File: config.mk
export PLATFORM = sky130hd
export DESIGN_NAME = fib_blink_decoder
export DESIGN_NICKNAME = d
export VERILOG_FILES = /design/src/rtl/fib_blink_decoder.sv
export SDC_FILE = /design/constraint.sdc
export NUM_CORES = 1
export LEC_CHECK = 0
export ABC_AREA = 1
export BUFFER_PORTS_ARGS = -buffer_cell sky130_fd_sc_hd__buf_2
export CORE_MARGIN = 2
export CORE_UTILIZATION = 28
export CTS_CLUSTER_DIAMETER = 100
export DETAILED_ROUTE_END_ITERATION = 8
export PLACE_DENSITY = 0.42
export RECOVER_POWER = 100
export SYNTH_ARGS = -nofsm -noshare
export SYNTH_HDL_FRONTEND = slang
export SYNTH_SLANG_ARGS = --single-unit
File: constraint.sdc
create_clock -name clock_in -period 0.9 [get_ports clock_in]
set_input_delay 0.045 -clock clock_in [delete_from_list [all_inputs] [get_ports clock_in]]
set_output_delay 0.045 -clock clock_in [all_outputs]
set_load 0.05 [all_outputs]
File: src/rtl/fib_blink_decoder.sv
// Receive-side decoder for the Fibonacci LED blinker: measures synchronised high/low phases and
// reports each pulse group as one value. Define FIB_DEC_SEQ_CHECK_EN to build the Fibonacci checker.
module fib_blink_decoder #(
    parameter int DATA_WIDTH  = 4,
    parameter int TIMER_WIDTH = 13,
    parameter int MIN_HIGH    = 800,
    parameter int GAP_LOW     = 4000
) (
    input  logic                  clock_in,
    input  logic                  reset_in,
    input  logic                  led_in,
    output logic [DATA_WIDTH-1:0] value_out,
    output logic                  valid_out,
    output logic                  glitch_out,
    output logic                  ovf_out,
    output logic                  seq_err_out,
    output logic [1:0]            state_out
);
    typedef enum logic [1:0] {
        ST_IDLE   = 2'd0,
        ST_HIGH   = 2'd1,
        ST_LOW    = 2'd2,
        ST_UNUSED = 2'd3
    } state_e;

    localparam logic [TIMER_WIDTH-1:0] CNT_ZERO_C   = {TIMER_WIDTH{1'b0}};
    localparam logic [TIMER_WIDTH-1:0] CNT_ONE_C    = {{(TIMER_WIDTH-1){1'b0}}, 1'b1};
    localparam logic [TIMER_WIDTH-1:0] CNT_MAX_C    = {TIMER_WIDTH{1'b1}};
    localparam logic [TIMER_WIDTH-1:0] MIN_HIGH_C   = TIMER_WIDTH'(MIN_HIGH);
    localparam logic [TIMER_WIDTH-1:0] GAP_LOW_C    = TIMER_WIDTH'(GAP_LOW);
    localparam logic [DATA_WIDTH-1:0]  PULSE_ZERO_C = {DATA_WIDTH{1'b0}};
    localparam logic [DATA_WIDTH-1:0]  PULSE_ONE_C  = {{(DATA_WIDTH-1){1'b0}}, 1'b1};
    localparam logic [DATA_WIDTH-1:0]  PULSE_MAX_C  = {DATA_WIDTH{1'b1}};

    function automatic logic [TIMER_WIDTH-1:0] cnt_sat_inc(input logic [TIMER_WIDTH-1:0] v);
        if (v == CNT_MAX_C) begin
            return v;
        end else begin
            return v + CNT_ONE_C;
        end
    endfunction

    logic [1:0]            rst_sync_r;
    logic                  rst_n_s;
    logic                  led_meta_r;
    logic                  led_s_r;
    state_e                state_r;
    state_e                state_nxt_s;
    logic [TIMER_WIDTH-1:0] cnt_r;
    logic [TIMER_WIDTH-1:0] cnt_nxt_s;
    logic [DATA_WIDTH-1:0] pulse_cnt_r;
    logic [DATA_WIDTH-1:0] pulse_cnt_nxt_s;
    logic                  emit_s;
    logic                  glitch_s;
    logic                  sat_s;
    logic                  seq_err_s;

    // Reset bridge: asserts asynchronously, releases on the clock
    always_ff @(posedge clock_in or negedge reset_in) begin
        if (!reset_in) begin
            rst_sync_r <= 2'b00;
        end else begin
            rst_sync_r <= {rst_sync_r[0], 1'b1};
        end
    end

    assign rst_n_s = rst_sync_r[1];

    // Two-flop synchroniser for the asynchronous blink line
    always_ff @(posedge clock_in or negedge rst_n_s) begin
        if (!rst_n_s) begin
            led_meta_r <= 1'b0;
            led_s_r    <= 1'b0;
        end else begin
            led_meta_r <= led_in;
            led_s_r    <= led_meta_r;
        end
    end

    // FSM, phase timer and pulse counter registers
    always_ff @(posedge clock_in or negedge rst_n_s) begin
        if (!rst_n_s) begin
            state_r     <= ST_IDLE;
            cnt_r       <= CNT_ZERO_C;
            pulse_cnt_r <= PULSE_ZERO_C;
        end else begin
            state_r     <= state_nxt_s;
            cnt_r       <= cnt_nxt_s;
            pulse_cnt_r <= pulse_cnt_nxt_s;
        end
    end

    // Phase classification: a low phase that survives to GAP_LOW closes the group,
    // but a rising edge arriving in that same cycle keeps the group open
    always_comb begin
        state_nxt_s     = state_r;
        cnt_nxt_s       = cnt_r;
        pulse_cnt_nxt_s = pulse_cnt_r;
        emit_s          = 1'b0;
        glitch_s        = 1'b0;
        sat_s           = 1'b0;
        case (state_r)
            ST_IDLE: begin
                if (led_s_r) begin
                    state_nxt_s = ST_HIGH;
                    cnt_nxt_s   = CNT_ONE_C;
                end else begin
                    state_nxt_s = ST_IDLE;
                end
            end
            ST_HIGH: begin
                if (led_s_r) begin
                    cnt_nxt_s = cnt_sat_inc(cnt_r);
                end else begin
                    if (cnt_r >= MIN_HIGH_C) begin
                        if (pulse_cnt_r == PULSE_MAX_C) begin
                            sat_s = 1'b1;
                        end else begin
                            pulse_cnt_nxt_s = pulse_cnt_r + PULSE_ONE_C;
                        end
                    end else begin
                        glitch_s = 1'b1;
                    end
                    state_nxt_s = ST_LOW;
                    cnt_nxt_s   = CNT_ONE_C;
                end
            end
            ST_LOW: begin
                if (led_s_r) begin
                    state_nxt_s = ST_HIGH;
                    cnt_nxt_s   = CNT_ONE_C;
                end else begin
                    cnt_nxt_s = cnt_sat_inc(cnt_r);
                    if (cnt_nxt_s == GAP_LOW_C) begin
                        state_nxt_s = ST_IDLE;
                        if (pulse_cnt_r != PULSE_ZERO_C) begin
                            emit_s          = 1'b1;
                            pulse_cnt_nxt_s = PULSE_ZERO_C;
                        end else begin
                            emit_s = 1'b0;
                        end
                    end else begin
                        state_nxt_s = ST_LOW;
                    end
                end
            end
            default: begin
                state_nxt_s     = ST_IDLE;
                cnt_nxt_s       = CNT_ZERO_C;
                pulse_cnt_nxt_s = PULSE_ZERO_C;
            end
        endcase
    end

`ifdef FIB_DEC_SEQ_CHECK_EN
    logic [DATA_WIDTH-1:0] exp_a_r;
    logic [DATA_WIDTH-1:0] exp_b_r;

    // Expected Fibonacci terms; advances on every emitted value, never resynchronises
    always_ff @(posedge clock_in or negedge rst_n_s) begin
        if (!rst_n_s) begin
            exp_a_r <= PULSE_ZERO_C;
            exp_b_r <= PULSE_ONE_C;
        end else if (emit_s) begin
            exp_a_r <= exp_b_r;
            exp_b_r <= exp_a_r + exp_b_r;
        end else begin
            exp_a_r <= exp_a_r;
            exp_b_r <= exp_b_r;
        end
    end

    assign seq_err_s = emit_s & (pulse_cnt_r != exp_b_r);
`else
    assign seq_err_s = 1'b0;
`endif

    // Registered reporting outputs
    always_ff @(posedge clock_in or negedge rst_n_s) begin
        if (!rst_n_s) begin
            value_out   <= PULSE_ZERO_C;
            valid_out   <= 1'b0;
            glitch_out  <= 1'b0;
            ovf_out     <= 1'b0;
            seq_err_out <= 1'b0;
        end else begin
            valid_out   <= emit_s;
            glitch_out  <= glitch_s;
            seq_err_out <= seq_err_s;
            if (emit_s) begin
                value_out <= pulse_cnt_r;
            end else begin
                value_out <= value_out;
            end
            if (sat_s) begin
                ovf_out <= 1'b1;
            end else begin
                ovf_out <= ovf_out;
            end
        end
    end

    assign state_out = state_r;

endmodule
==> run metrics <==
status finished, violations left; FMAX 0.541 GHz; layout cell share with drive strength beyond 1 44.5%; RSZ-0062 raised after global routing true; worst setup margin -0.947 ns; period utilization 205%; Layout Utilization 46.2%; Tot GR Track Use 15.1%; skew final 0.00713 ns; share of the synthesized area in the top cell type 42.6%; Peak VDD IR 0.819 mV; die area 0.00694 mm²; Comb pwr share 25.0%; mux share of post-synthesis cell area 0%; most frequent cells after synthesis nand2_1, dfrtp_1, inv_1, nor2_1, nand3_1; Syn Nets 244; Worst-Skew Late Latency 0.28 ns; # DRC 0; xor and xnor area share after synthesis 0.994%; vias in the first global route 1,813; Syn Area/Cell 7.43 µm²; CP Capture Type flop; most common flop cell mapped by yosys dfrtp_1; Seq pwr share 42.7%; cell leakage power 1.37 nW; CP Data Arrival Time 2.02 ns; Unique masters post-synth 26; synth top area cells dfrtp_1, nand2_1, nand3_1; die width 83.3 µm; CTS clk-pin slew, worst paths 0.06 ns; Final Instance Area 0.00277 mm²; DIE HEIGHT 83.3 µm; Hold Crit Class in -> async; Post-synth ARST share 100%; multi-input logic area 0.00105 mm²; number of iterations in the first detailed-routing pass 4; gr ovfl total 0; Final nets 332; DR vias/cell 4.51; largest family of logic cells by synthesized area simple AND/OR/NAND/NOR gates; P_int 2.46 mW; CTS Root Cell clkbuf_8; largest fanout on the critical path 5; number of buffers created by CTS 5; simple-gate share of the synthesized area 38.1%; DRT Wirelength 4920 µm; Initial Util 29.4%; failing checks setup timing; fill count 601; Hold Slack 0.0785 ns; row cnt 28; Seq/Total Area, Yosys 42.6%; min Tclk post-route 1.85 ns; Yosys top cell by area dfrtp_1; ant diodes 0; required time worst endpoint 1.07 ns; CTS tree built; Synth Area in Compound Gates 8.38%; Setup violations, final 27; Clock Tree Buf Depth 2; max_cap viols 0; Slew Limit Fails 0; number of synthesized register bits 30; vias post-DR 1,809; power consumption 3.51 mW; R2R Setup Slk -0.95 ns; CTS HTree Levels 2; placed cells 384; Cell Area, Synth 0.00176 mm²; initial antenna violation count 0; P_sw 1.05 mW; placed cell area 0.00246 mm²; TritonCTS Sinks 30; IO Port Bufs 11; Routability Congestion 0.835; Sw Share 30.0%; Non-Filler Instances 401; Antenna Nets Post-Route 0; part of the power in the clock network 32.3%; FF/Latch Area 758 µm²; synth-to-layout area growth 57.1%; Setup Crit Path Kind reg -> reg; Post-synth EDFFs 0; Synth Warn # 0; endpoints failing hold 0; pin count of the biggest net entering global routing 29; most common cell in the netlist nand2_1; core area 0.00599 mm²; adder-cell share of the synthesized area 2.84%; pwr dens 1270 mW/mm²; hpwl dp 3650 µm; Iter 0 DRT Violations 89; first-pass GRT wire length 8520 µm; CP Launch Type flop; drt wl/cell 12.3 µm; Cells after Synth 237; Ports 13
==> final timing paths <==
check / start / to / cells past startpoint
max in group asynchronous: rst_sync_r[1] / state_out[1] / 1
worst min register to register: rst_sync_r[1] / cnt_r[2] / 1
worst min-delay path: reset_in / rst_sync_r[0] / 2
worst max-delay path: cnt_r[0] / value_out[1] / 14
worst max register to register: cnt_r[0] / value_out[1] / 14
min in group clock_in: led_meta_r / led_s_r / 0
==> registers in the layout, summed over array words and instances, names as in the netlist <==
register	flops
cnt_r	13
pulse_cnt_r	4
value_out	4
rst_sync_r	2
state_out	2
glitch_out	1
led_meta_r	1
led_s_r	1
ovf_out	1
valid_out	1
==> timing repair <==
item / 4_1_cts / 5_1_grt
gates resized for setup: 35 / 16
gates cloned: 0 / 0
endpoints found under the hold margin: 3 / 0
setup endpoints to repair: 32 / 34
hold buffers: 2 / 0
buffers inserted: 4 / 5
pin swaps: 12 / 3
==> worst max-delay path, cell delays in order (launching register included) <==
cell	delay (ns)
dfrtp_2	0.44
ha_4	0.18
inv_2	0.06
nor2_4	0.05
nand2_2	0.09
nor2_2	0.05
buf_4	0.14
nor3_4	0.16
inv_1	0.08
nor2_2	0.09
nand2_2	0.06
nor2_4	0.15
nand2_4	0.08
nand2_1	0.07
nand2_1	0.04
==> routing by layer <==
| metal | track usage (%) | wire (µm) | part of all wire (%) |
|---|---|---|---|
| met4 | 4.02 | 27 | 0.55 |
| met5 | 0 | 0 | 0 |
| met3 | 3.28 | 107 | 2.2 |
| met2 | 24.5 | 2370 | 48 |
| met1 | 20.3 | 2420 | 49 |
==> layout by cell type, fill, tap and decap left out, drive strengths merged, types with 4 or more instances in the layout <==
| cell type | instances |
|---|---|
| a21oi | 5 |
| buf | 79 |
| clkbuf | 9 |
| dfrtp | 30 |
| ha | 4 |
| inv | 28 |
| nand2 | 79 |
| nand3 | 22 |
| nand4 | 5 |
| nor2 | 33 |
| o21ai | 14 |
==> layout make-up <==
class / count / area share (%)
tap: 75 / 3.39
sequential: 30 / 27.4
inverter: 28 / 3.98
clock buffer: 7 / 3.12
multi-input combinational: 177 / 37.8
timing repair buffer: 83 / 24.1
clock inverter: 1 / 0.181
==> power groups by stage <==
stage | Sequential [mW] | Combinational, mW | Clock [mW]
2_1_floorplan | 1.58 | 0.361 | 0
3_3_place_gp | 1.52 | 0.806 | 0
3_5_place_dp | 1.53 | 0.802 | 0
4_1_cts | 1.50 | 0.866 | 1.18
5_1_grt | 1.51 | 0.982 | 1.24
6_report | 1.50 | 0.875 | 1.13
==> kinds of logic (layout without fill, tap and decap cells) <==
group	after synthesis	after routing
buffers and inverters	30	119
AO/OA/AOI/OAI	26	26
XOR/XNOR	2	2
adder cells (fa/ha/maj)	4	4
flip-flops	30	30
AND/OR/NAND/NOR	143	143
other	2	2
==> per-stage QoR <==
step                worst slack [ns]  TNS (ns)
floorplan                     -0.786    -12.88
global placement               -1.01    -17.10
detailed placement             -1.03    -17.46
CTS                           -0.959    -16.99
global route                   -1.09    -20.08
finish                        -0.947    -16.86
Power figures use the tool's default switching activity.
